### src/rtl/neo_audio_mc.sv
`timescale 1ns/1ps
// neo_audio_mc -- multi-lane I2S transmitter with a Wishbone slave port.
//
// Samples written to the DATA register are queued in a FIFO. A prefetch FSM
// moves one complete frame (2*LANES samples) from the FIFO into a staging
// buffer. At each frame start the staging buffer is copied into per-lane
// shift registers, which are serialised in standard I2S format. All lanes
// share MCLK/SCLK/LRCLK.
//
// Ports
//   clk        system clock (single domain)
//   arst       asynchronous reset, active high
//   wb_adr_i   Wishbone address; block decoded on [31:4], register on [3:2]
//   wb_dat_i   write data
//   wb_dat_o   read data, valid while wb_ack_o is high (0 otherwise)
//   wb_we_i    write enable
//   wb_sel_i   byte selects (unused, full-word access only)
//   wb_stb_i   strobe
//   wb_ack_o   acknowledge, one cycle
//   irq_o      level interrupt: EN & (level <= THRESH | UNDERRUN | OVERFLOW)
//   i2s_mclk   master clock
//   i2s_sclk   bit clock
//   i2s_lrclk  word select, 0 = left
//   i2s_sdata  serial data, lane k carries channels 2k (L) and 2k+1 (R)
//
// Register map (wb_adr_i[3:2])
//   0 CTRL   rw  [0] EN, [1] CLR (write 1 clears sticky flags, reads 0), [15:8] THRESH
//   1 STATUS ro  [0] UNDERRUN, [1] OVERFLOW, [2] FULL, [3] EMPTY, [31:16] level
//   2 DATA   wo  push wb_dat_i[SAMPLE_W-1:0]
//   3 reserved
//
// The debug-visible FSM state is state_q (IDLE/LOAD/WAIT).
module neo_audio_mc #(
  parameter logic [31:0] BASE_ADDR  = 32'hF000_0000,
  parameter int          LANES      = 2,
  parameter int          SAMPLE_W   = 16,
  parameter int          FIFO_DEPTH = 64,
  parameter int          SCLK_HALF  = 4,
  parameter int          MCLK_HALF  = 1
) (
  input  logic             clk,
  input  logic             arst,
  input  logic [31:0]      wb_adr_i,
  input  logic [31:0]      wb_dat_i,
  output logic [31:0]      wb_dat_o,
  input  logic             wb_we_i,
  input  logic [3:0]       wb_sel_i,
  input  logic             wb_stb_i,
  output logic             wb_ack_o,
  output logic             irq_o,
  output logic             i2s_mclk,
  output logic             i2s_sclk,
  output logic             i2s_lrclk,
  output logic [LANES-1:0] i2s_sdata
);

  localparam int AW  = $clog2(FIFO_DEPTH);
  localparam int LW  = AW + 1;
  localparam int NCH = 2 * LANES;
  localparam int CW  = $clog2(NCH);
  localparam int FW  = 2 * SAMPLE_W;
  localparam int BW  = $clog2(FW);
  localparam int SCW = $clog2(SCLK_HALF);
  localparam int MCW = (MCLK_HALF > 1) ? $clog2(MCLK_HALF) : 1;

  localparam logic [1:0] S_IDLE = 2'd0;
  localparam logic [1:0] S_LOAD = 2'd1;
  localparam logic [1:0] S_WAIT = 2'd2;

  // ---------------------------------------------------------------------
  // Bus handshake: a strobe to this block is acknowledged exactly one clock
  // after it is first seen, for one cycle. The register side effect and the
  // read data are committed on the same edge that raises wb_ack_o. While the
  // strobe stays high after its ack (held_q) no further ack is produced, so
  // each strobe performs exactly one access.
  // ---------------------------------------------------------------------
  logic        hit;
  logic        ack_q, ack_d;
  logic        held_q, held_d;
  logic [31:0] dat_q;
  logic [31:0] rdata;
  logic        wr_ctrl, push_req;

  assign hit      = (wb_adr_i[31:4] == BASE_ADDR[31:4]);
  assign ack_d    = wb_stb_i & hit & ~ack_q & ~held_q;
  assign held_d   = wb_stb_i & (held_q | ack_q);
  assign wr_ctrl  = ack_d & wb_we_i & (wb_adr_i[3:2] == 2'd0);
  assign push_req = ack_d & wb_we_i & (wb_adr_i[3:2] == 2'd2);

  logic unused_bits;
  assign unused_bits = ^{wb_sel_i, wb_adr_i[1:0], wb_dat_i};

  // Control / status
  logic          en_q;
  logic [7:0]    thresh_q;
  logic          unr_q, unr_d;
  logic          ovf_q, ovf_d;
  logic          irq_q, irq_d;
  logic          clr;
  logic          set_unr;

  // FIFO
  logic [SAMPLE_W-1:0] mem [FIFO_DEPTH];
  logic [AW-1:0]       wr_ptr_q, rd_ptr_q;
  logic [LW-1:0]       level_q, level_d;
  logic                full, empty, push, pop;
  logic [SAMPLE_W-1:0] fifo_rd;

  assign full    = (level_q == LW'(FIFO_DEPTH));
  assign empty   = (level_q == '0);
  assign push    = push_req & ~full;
  assign fifo_rd = mem[rd_ptr_q];
  assign clr     = wr_ctrl & wb_dat_i[1];

  always_comb begin
    rdata = '0;
    case (wb_adr_i[3:2])
      2'd0:    rdata = {16'd0, thresh_q, 7'd0, en_q};
      2'd1:    rdata = {16'(level_q), 12'd0, empty, full, ovf_q, unr_q};
      default: rdata = '0;
    endcase
  end

  always_comb begin
    level_d = level_q;
    if (push && !pop)      level_d = level_q + LW'(1);
    else if (pop && !push) level_d = level_q - LW'(1);
  end

  // A new event in the same cycle as CLR wins, so it is never lost.
  assign unr_d = (unr_q & ~clr) | set_unr;
  assign ovf_d = (ovf_q & ~clr) | (push_req & full);
  assign irq_d = en_q & ((32'(level_q) <= 32'(thresh_q)) | unr_q | ovf_q);

  always_ff @(posedge clk or posedge arst) begin
    if (arst) begin
      ack_q    <= 1'b0;
      held_q   <= 1'b0;
      dat_q    <= '0;
      en_q     <= 1'b0;
      thresh_q <= '0;
      unr_q    <= 1'b0;
      ovf_q    <= 1'b0;
      irq_q    <= 1'b0;
      wr_ptr_q <= '0;
      rd_ptr_q <= '0;
      level_q  <= '0;
    end else begin
      ack_q  <= ack_d;
      held_q <= held_d;
      dat_q  <= (ack_d && !wb_we_i) ? rdata : '0;
      if (wr_ctrl) begin
        en_q     <= wb_dat_i[0];
        thresh_q <= wb_dat_i[15:8];
      end
      unr_q   <= unr_d;
      ovf_q   <= ovf_d;
      irq_q   <= irq_d;
      level_q <= level_d;
      if (push) wr_ptr_q <= wr_ptr_q + AW'(1);
      if (pop)  rd_ptr_q <= rd_ptr_q + AW'(1);
    end
  end

  // Storage has no reset; level/pointers define what is valid.
  always_ff @(posedge clk) begin
    if (push) mem[wr_ptr_q] <= wb_dat_i[SAMPLE_W-1:0];
  end

  // ---------------------------------------------------------------------
  // Clock generation and serialiser. Everything here is held at zero while
  // EN is low. A "slot" is one SCLK period starting with its low phase;
  // slot 0 of a frame begins at the LRCLK falling edge.
  // ---------------------------------------------------------------------
  logic             mclk_q, sclk_q, lr_q;
  logic [MCW-1:0]   mclk_cnt_q;
  logic [SCW-1:0]   sclk_cnt_q;
  logic [BW-1:0]    slot_q, slot_nx;
  logic [LANES-1:0] sdata_q;
  logic [FW-1:0]    shift_q [LANES];
  logic             fall_evt, frame_start;

  logic [SAMPLE_W-1:0] stage_q [NCH];
  logic [SAMPLE_W-1:0] stage_d [NCH];

  assign fall_evt    = en_q & sclk_q & (sclk_cnt_q == SCW'(SCLK_HALF - 1));
  assign frame_start = fall_evt & (slot_q == BW'(FW - 1));
  assign slot_nx     = frame_start ? '0 : slot_q + BW'(1);

  always_ff @(posedge clk or posedge arst) begin
    if (arst) begin
      mclk_q     <= 1'b0;
      mclk_cnt_q <= '0;
      sclk_q     <= 1'b0;
      sclk_cnt_q <= '0;
      slot_q     <= '0;
      lr_q       <= 1'b0;
      sdata_q    <= '0;
      for (int k = 0; k < LANES; k++) shift_q[k] <= '0;
    end else if (!en_q) begin
      mclk_q     <= 1'b0;
      mclk_cnt_q <= '0;
      sclk_q     <= 1'b0;
      sclk_cnt_q <= '0;
      slot_q     <= '0;
      lr_q       <= 1'b0;
      sdata_q    <= '0;
      for (int k = 0; k < LANES; k++) shift_q[k] <= '0;
    end else begin
      if (mclk_cnt_q == MCW'(MCLK_HALF - 1)) begin
        mclk_cnt_q <= '0;
        mclk_q     <= ~mclk_q;
      end else begin
        mclk_cnt_q <= mclk_cnt_q + MCW'(1);
      end
      if (sclk_cnt_q == SCW'(SCLK_HALF - 1)) begin
        sclk_cnt_q <= '0;
        sclk_q     <= ~sclk_q;
      end else begin
        sclk_cnt_q <= sclk_cnt_q + SCW'(1);
      end
      if (fall_evt) begin
        slot_q <= slot_nx;
        lr_q   <= (slot_nx >= BW'(SAMPLE_W));
        // The bit leaving at slot 0 is the right-channel LSB of the frame
        // just finished, so the reload happens on that same edge and the
        // new left MSB appears one slot later.
        for (int k = 0; k < LANES; k++) begin
          sdata_q[k] <= shift_q[k][FW-1];
          if (frame_start) shift_q[k] <= {stage_q[2*k], stage_q[2*k+1]};
          else             shift_q[k] <= {shift_q[k][FW-2:0], 1'b0};
        end
      end
    end
  end

  // ---------------------------------------------------------------------
  // Prefetch FSM: on EN rise and on every frame start, either pop a whole
  // frame into staging (LOAD) or, if not enough is queued, stage silence
  // and flag UNDERRUN without touching the FIFO.
  // ---------------------------------------------------------------------
  logic [1:0]    state_q, state_d;
  logic [CW-1:0] load_cnt_q, load_cnt_d;
  logic          trigger;

  always_comb begin
    state_d    = state_q;
    load_cnt_d = load_cnt_q;
    stage_d    = stage_q;
    pop        = 1'b0;
    set_unr    = 1'b0;
    trigger    = 1'b0;
    case (state_q)
      S_IDLE: trigger = en_q;
      S_LOAD: begin
        pop                 = 1'b1;
        stage_d[load_cnt_q] = fifo_rd;
        if (load_cnt_q == CW'(NCH - 1)) state_d = S_WAIT;
        else                            load_cnt_d = load_cnt_q + CW'(1);
      end
      S_WAIT: trigger = frame_start;
      default: state_d = S_IDLE;
    endcase
    if (trigger) begin
      load_cnt_d = '0;
      if (level_q >= LW'(NCH)) begin
        state_d = S_LOAD;
      end else begin
        state_d = S_WAIT;
        set_unr = 1'b1;
        for (int c = 0; c < NCH; c++) stage_d[c] = '0;
      end
    end
    if (!en_q) begin
      state_d    = S_IDLE;
      load_cnt_d = '0;
      pop        = 1'b0;
      set_unr    = 1'b0;
      for (int c = 0; c < NCH; c++) stage_d[c] = '0;
    end
  end

  always_ff @(posedge clk or posedge arst) begin
    if (arst) begin
      state_q    <= S_IDLE;
      load_cnt_q <= '0;
      for (int c = 0; c < NCH; c++) stage_q[c] <= '0;
    end else begin
      state_q    <= state_d;
      load_cnt_q <= load_cnt_d;
      stage_q    <= stage_d;
    end
  end

  assign wb_ack_o  = ack_q;
  assign wb_dat_o  = dat_q;
  assign irq_o     = irq_q;
  assign i2s_mclk  = mclk_q;
  assign i2s_sclk  = sclk_q;
  assign i2s_lrclk = lr_q;
  assign i2s_sdata = sdata_q;

endmodule

### config.mk
export PLATFORM = sky130hd
export DESIGN_NAME = neo_audio_mc
export DESIGN_NICKNAME = d
export VERILOG_FILES = /design/src/rtl/neo_audio_mc.sv
export SDC_FILE = /design/constraint.sdc
export NUM_CORES = 1
export LEC_CHECK = 0
export CAP_MARGIN = 20
export CORE_MARGIN = 2
export CORE_UTILIZATION = 60
export CTS_CLUSTER_DIAMETER = 50
export DETAILED_ROUTE_END_ITERATION = 12
export GPL_TIMING_DRIVEN = 0
export MAX_ROUTING_LAYER = met4
export PLACE_DENSITY_LB_ADDON = 0.05
export RECOVER_POWER = 50
export SLEW_MARGIN = 40
export SYNTH_ARGS = -nofsm -noshare
export SYNTH_HDL_FRONTEND = slang
export SYNTH_SLANG_ARGS = --single-unit
### constraint.sdc
create_clock -name clk -period 6.7 [get_ports clk]
set_input_delay 0.67 -clock clk [delete_from_list [all_inputs] [get_ports clk]]
set_output_delay 0.67 -clock clk [all_outputs]
set_load 0.03 [all_outputs]
==> results of run 1 <==
cells by family after synthesis:
logic type | after synthesis | synth area share, %
flops | 1219 | 74.2
other cells | 1 | 0.00781
xor+xnor | 16 | 0.292
mux | 390 | 13.2
simple gates | 342 | 3.33
buf+inv | 194 | 1.79
fa+ha+maj | 24 | 0.641
compound gates | 406 | 6.58
metal layers:
| layer | wire length, um | part of all wire, % | track usage, % | vias to the layer above |
|---|---|---|---|---|
| met3 | 11700 | 9.6 | 5.56 | 217 |
| li1 | - | - | - | 11000 |
| met4 | 3390 | 2.8 | 8.09 | 0 |
| met5 | 0 | 0 | - | - |
| met2 | 57300 | 47 | 46.7 | 1342 |
| met1 | 49800 | 41 | 45.2 | 13900 |
sequential cells by signal (all words and copies together), names as in the netlist, 2 cells and up:
register,flops
rd_ptr_q,6
stage_q,64
thresh_q,8
load_cnt_q,2
wb_dat_o,19
wr_ptr_q,6
sclk_cnt_q,2
level_q,7
i2s_sdata,2
mem,1024
shift_q,64
state_q,2
slot_q,4
layout by cell type (no fill, tap or decap), types with 13 or more instances in the layout:
cell	instances
edfxtp_1	1024
ha_1	23
o211a_1	62
buf_2	42
a22o_1	33
o22ai_1	33
nor2_4	64
a22oi_1	63
inv_1	18
clkinv_2	24
nor2_1	13
mux4_2	192
dfrtp_1	195
nand3_1	15
a211oi_1	32
bufinv_16	13
conb_1	13
clkbuf_1	148
nand2_1	167
xnor2_1	14
clkinv_1	26
buf_4	25
a21oi_1	47
mux2i_1	192
and2_1	20
o21ai_0	20
clkbuf_16	121
clkdlybuf4s50_1	57
o221ai_1	95
buf_8	16
report_power, final:
group / switching [mW] / internal, mW
Combinational: 0.158 / 0.0289
Clock: 2.89 / 3.89
Sequential: 0.00000000311 / 8.23
Total: 3.05 / 12.2
worst max-delay path, stage by stage:
cell and delay (ns):
dlygate4sd3_1 0.55, clkinvlp_2 1.90, buf_16 0.32, clkbuf_2 1.32
layout make-up:
class                   count  area [um^2]  area share [%]
inverters                  20         76.3           0.139
flip-flops and latches   1219        35600            64.8
well taps                1050         1310            2.39
clock buffers             144         3170            5.78
repair buffers            119         1090            1.99
clock inverters            86          833            1.52
multi-input cells        1191        12000            21.9
plain buffers             174          796            1.45
stage by stage:
step	TNS [ns]	instances	hold WS, ns	utilization [%]
floorplan	0	2604	0.414	-
CTS	0	4002	0.241	69.9
global route	0	4003	0.429	69.5
detailed placement	0	3772	0.430	64.8
global placement	-323.79	3729	0.416	63.3
finish	0	4003	0.427	69.5
final timing paths:
path / depth (start not counted) / slack (ns) / endpoint / from
max: 4 / 2.29 / rd_ptr_q[3]$_DFFE_PP0P_ / arst
min: 1 / 0.43 / i2s_mclk$_DFF_PP0_ / i2s_mclk$_DFF_PP0_
max reg2reg: 14 / 2.73 / level_q[6]$_DFFE_PP0P_ / wb_ack_o$_DFF_PP0_
min reg2reg: 1 / 0.43 / i2s_mclk$_DFF_PP0_ / i2s_mclk$_DFF_PP0_
max in group clk: 15 / 2.55 / level_q[6]$_DFFE_PP0P_ / wb_adr_i[7]
min in group asynchronous: 2 / 1.45 / level_q[1]$_DFFE_PP0P_ / arst
==> impl_metrics.ini, run 1 <==
[status]
run_status = finished, violations left
violations = capacitance limit, slew limit

[yosys]
postSynthAreaPerCell_um2 = 18.5
synthDominantCellAreaShare_pct = 64.0
synth-main-ff-cell = edfxtp_1
ys_top_cells_by_area = edfxtp_1, dfrtp_1, mux4_2, mux2i_1, o221ai_1
ys.warnings.count = 0
postSynthCellCount = 2592
synth-async-reset-ratio_pct = 16.0
yosysMostFrequentCell = edfxtp_1
unique_cell_type_count_in_the_yosys_netlist = 61
netlist_area_mm2 = 0.0480
seq_area_frac_synth_pct = 74.2
synthDominantAreaCellType = edfxtp_1
yosys_register_bits = 1219
synth_top_cells_by_count = edfxtp_1, dfrtp_1, mux2i_1, mux4_2, nand2_1
synth-edff-count = 1024

[timing]
post-route-period-util_pct = 65.9
fin_crit_ns = 4.41
drv_slew = 1099
rsz0062_at_grt = false
layout_setup_ws_ns = 2.29
fmax_ghz = 0.227
finClkSkew_ns = 0.0387
hold_viol_final = 0
max_slew_margin_pct = -126
setup_viol_count_final = 0
tightest_slew_ns = 3.36

[clock_tree]
clk_latency_ns = 0.70
tritoncts.num_buffers = 121
postCtsSetupBuffers = 0
cts_root_buf = clkbuf_16
post_cts.resized_instances = 0
cts.path.max_buffers = 3
cts_num_sinks = 1219
cts_max_level = 3
clk_pin_slew_ns = 0.06
cts_hold_buf = 0
cts_tree = done

[detailed_routing]
wirelength_um = 122000
drt-initial-drc-count = 3351
post_drt_via_cell_ratio = 6.61
drt-wirelength-per-cell_um = 30.5
drt_first_pass_iters = 7
detailroute.via_count = 26500
remaining_drc_errors = 0
detail-route-antenna-nets = 0

[hold_path]
worstHoldPathType = reg2reg

[placement]
gp_routability_congestion = 0.896
place_ws_ns = 2.02
placed_inst_area_mm2 = 0.0513
post-dp-hpwl_um = 82500
place.port_buffers = 75

[layout]
design_area_mm2 = 0.0550
num_antenna_cells = 0
fillerInstances = 5045
drive_gt1_share_pct = 19.1
number_of_nets_in_the_layout = 2942
area_growth_syn_to_layout_pct = 14.5

[worst_setup_path]
cp_capture_type = asynchronous set/reset pin
arrival_time_at_the_worst_endpoint_ns = 4.86
crit_required_ns = 7.15
path_class = in2async
worstSetupStartpointType = input pin
worst-path-max-fanout = 73

[global_route]
grt_overflow_total = 0
number_of_antenna_violations_at_the_first_check_in_global_routing = 0
grt_first_pass_wirelength_um = 178000
grt.total_usage_pct = 31.2
grt_pass1_vias = 26100
grt_max_degree = 74

[job]
max_cap_violations = 28

[power]
power.density_mw_per_mm2 = 277
leak_nw = 18.7
power.ir.vdd_worst_mv = 0.262
power.total_mw = 15.2

[floorplan]
die_h_um = 287
dieWidth_um = 287
die_area_mm2 = 0.0823
placeableCoreArea_mm2 = 0.0791
io-pin-count = 111
placement_rows = 103
initial_core_util_pct = 60.7
No activity file was read; power rests on OpenSTA's default activity.
==> run 2, diff against run 1 <==
--- a/config.mk
+++ b/config.mk
@@ -7,7 +7,7 @@
 export LEC_CHECK = 0
 export CAP_MARGIN = 20
 export CORE_MARGIN = 2
-export CORE_UTILIZATION = 60
+export CORE_UTILIZATION = 56
 export CTS_CLUSTER_DIAMETER = 50
 export DETAILED_ROUTE_END_ITERATION = 12
 export GPL_TIMING_DRIVEN = 0
==> constraint.sdc (replaced) <==
create_clock -name clk -period 3.7 [get_ports clk]
set_input_delay 0.37 -clock clk [delete_from_list [all_inputs] [get_ports clk]]
set_output_delay 0.37 -clock clk [all_outputs]
set_load 0.03 [all_outputs]
==> run 2 against run 1 <==
- the run still ends with capacitance limit, slew limit left
- wire length is 0.37% lower
- worst hold slack worse by 0.18 ns
- utilization is 4.3 points lower
- first-iteration DRC count is 6.7% lower
- global-route usage is 2.4 points lower
- via count is 0.69% lower
- largest cell class unchanged
- highest routed layer unchanged
==> impl_metrics.ini, run 2 (synthesis gave the netlist of run 1 again) <==
[layout]
layout_common_cells = edfxtp_1, dfrtp_1, mux2i_1, mux4_2, clkbuf_1
fillerInstances = 5841
number_of_nets_in_the_layout = 2955
multi_input_area_mm2 = 0.0121
final-seq-area_mm2 = 0.0356
final_cell_count_no_fill = 4111
drive_gt1_share_pct = 18.8
largest_reg_flops = 1024
num_antenna_cells = 0
top_regs = mem (1024), shift_q (64), stage_q (64)
top_register = mem
area_growth_syn_to_layout_pct = 15.3
final_common_cell = edfxtp_1

[global_route]
grt.total_usage_pct = 28.8
grt_use_met2_pct = 43.8
grt_pass1_vias = 26300
grt_max_degree = 58
grt_first_pass_wirelength_um = 179000
use_met1_pct = 40.3
global_route.peak_usage_layer = met2
number_of_antenna_violations_at_the_first_check_in_global_routing = 1
grt_overflow_total = 0
globalRouteMet3Util_pct = 5.46

[timing]
layout_setup_ws_ns = 0.183
rsz0062_at_grt = false
holdWs_ns = 0.243
max_slew_margin_pct = -91.1
post-route-period-util_pct = 95.1
fmax_ghz = 0.284
tightest_slew_ns = 2.87
setup_viol_count_final = 0
drv_slew = 771
fin_crit_ns = 3.52
hold_viol_final = 0
finClkSkew_ns = 0.0241

[worst_setup_path]
worstSetupStartpointType = register
cp_top_family = buffers and inverters
timing.critical_path.cells = buf_2 > buf_2 > clkbuf_1 > mux4_2 > a211oi_1 > a22o_1 > o221ai_1
cp_capture_type = register
worst-path-max-fanout = 10
arrival_time_at_the_worst_endpoint_ns = 4.10
cpMostUsedCell = buf_2
reg2reg_setup_slack_ns = 0.18
r2r-end = stage_q[56]$_DFF_PP0_
timing.critical_path.slowest_cell_delay_ns = 0.63
path_class = reg2reg
crit_slowest_cell = clkbuf_1
path_buf_inv = 3
crit_required_ns = 4.28
worst_r2r_path_depth = 7
rr_startpoint = rd_ptr_q[2]$_DFFE_PP0P_

[power]
leak_nw = 18.8
power.density_mw_per_mm2 = 512
power.total_mw = 28.3
power.ir.vdd_worst_mv = 0.440

[clock_tree]
clk_latency_ns = 0.75
cts_num_sinks = 1219
clk_pin_slew_ns = 0.06
cts_root_buf = clkbuf_16
cts_tree = done
tritoncts.num_buffers = 132
cts.path.max_buffers = 3
cts_max_level = 4

[floorplan]
die_area_mm2 = 0.0881
die_h_um = 297
io-pin-count = 111
dieWidth_um = 297
initial_core_util_pct = 56.5
placement_rows = 107
placeableCoreArea_mm2 = 0.0850

[detailed_routing]
drt_first_pass_iters = 6
remaining_drc_errors = 0
drt-initial-drc-count = 3128
detailroute.via_count = 26300
drt-wirelength-per-cell_um = 29.6
post_drt_via_cell_ratio = 6.39
wirelength_um = 122000
detail-route-antenna-nets = 0

[placement]
gp_routability_congestion = 0.907
place_ws_ns = -0.800
place.port_buffers = 75
dpl.cell_count = 3864
post-dp-hpwl_um = 82800

[job]
max_cap_violations = 20

[status]
run_status = finished, violations left
violations = capacitance limit, slew limit

[hold_path]
worstHoldPathType = in2async
## run 2: timing repair
| action | in CTS | in global routing |
|---|---|---|
| hold endpoints to repair | 16 | 0 |
| setup buffers | 1 | 0 |
| hold buffers | 2 | 0 |
| pin swaps | 1 | 0 |
| gates resized for setup | 2 | 6 |
| endpoints found under the setup margin | 20 | 3 |
## run 2: how the worst max path moves through the flow
stage | start | to | slack [ns] | depth (start not counted)
6_report | rd_ptr_q[2]$_DFFE_PP0P_ | stage_q[56]$_DFF_PP0_ | 0.18 | 7
5_1_grt | wb_ack_o$_DFF_PP0_ | level_q[6]$_DFFE_PP0P_ | 0.05 | 15
4_1_cts | wb_ack_o$_DFF_PP0_ | level_q[6]$_DFFE_PP0P_ | 0.11 | 15
3_5_place_dp | wb_adr_i[7] | level_q[6]$_DFFE_PP0P_ | -0.80 | 15
3_3_place_gp | wb_adr_i[6] | mem[6][8]$_DFFE_PP_ | -1.53 | 8
2_1_floorplan | wb_ack_o$_DFF_PP0_ | level_q[6]$_DFFE_PP0P_ | 0.43 | 14
## run 2: where the power goes
part	internal (mW)	switching [mW]
Sequential	14.9	0.00000000587
Clock	7.59	5.51
Combinational	0.0548	0.277
## run 2: layout make-up
| cell class | instances | share of cell area [%] |
|---|---|---|
| Clock buffer | 166 | 6.21 |
| Clock inverter | 76 | 1.69 |
| Buffer | 174 | 1.43 |
| Inverter | 20 | 0.142 |
| Timing Repair Buffer | 121 | 1.81 |
| Tap cell | 1144 | 2.58 |
| Sequential cell | 1219 | 64.3 |
| Multi-Input combinational cell | 1191 | 21.8 |
## run 2: worst reg2reg max path, stage by stage (launching register included)
cell	delay, ns
dfrtp_1	0.33
buf_2	0.32
buf_2	0.37
clkbuf_1	0.63
mux4_2	0.45
a211oi_1	0.42
a22o_1	0.62
o221ai_1	0.24
## run 2: stage by stage
stage | setup TNS, ns | cell area [um^2] | utilization, %
floorplan | 0 | 48100 | -
global placement | -1208.47 | 50200 | 59.1
detailed placement | -182.02 | 51400 | 60.4
CTS | 0 | 55800 | 65.6
global route | 0 | 55400 | 65.1
finish | 0 | 55400 | 65.1
## run 2: routing by layer
layer	up-vias	share of wire (%)	wire length, um
li1	11100	-	-
met1	13800	42	50900
met2	1170	48	58200
met3	216	7.7	9390
met4	0	2.7	3270
met5	-	0	0
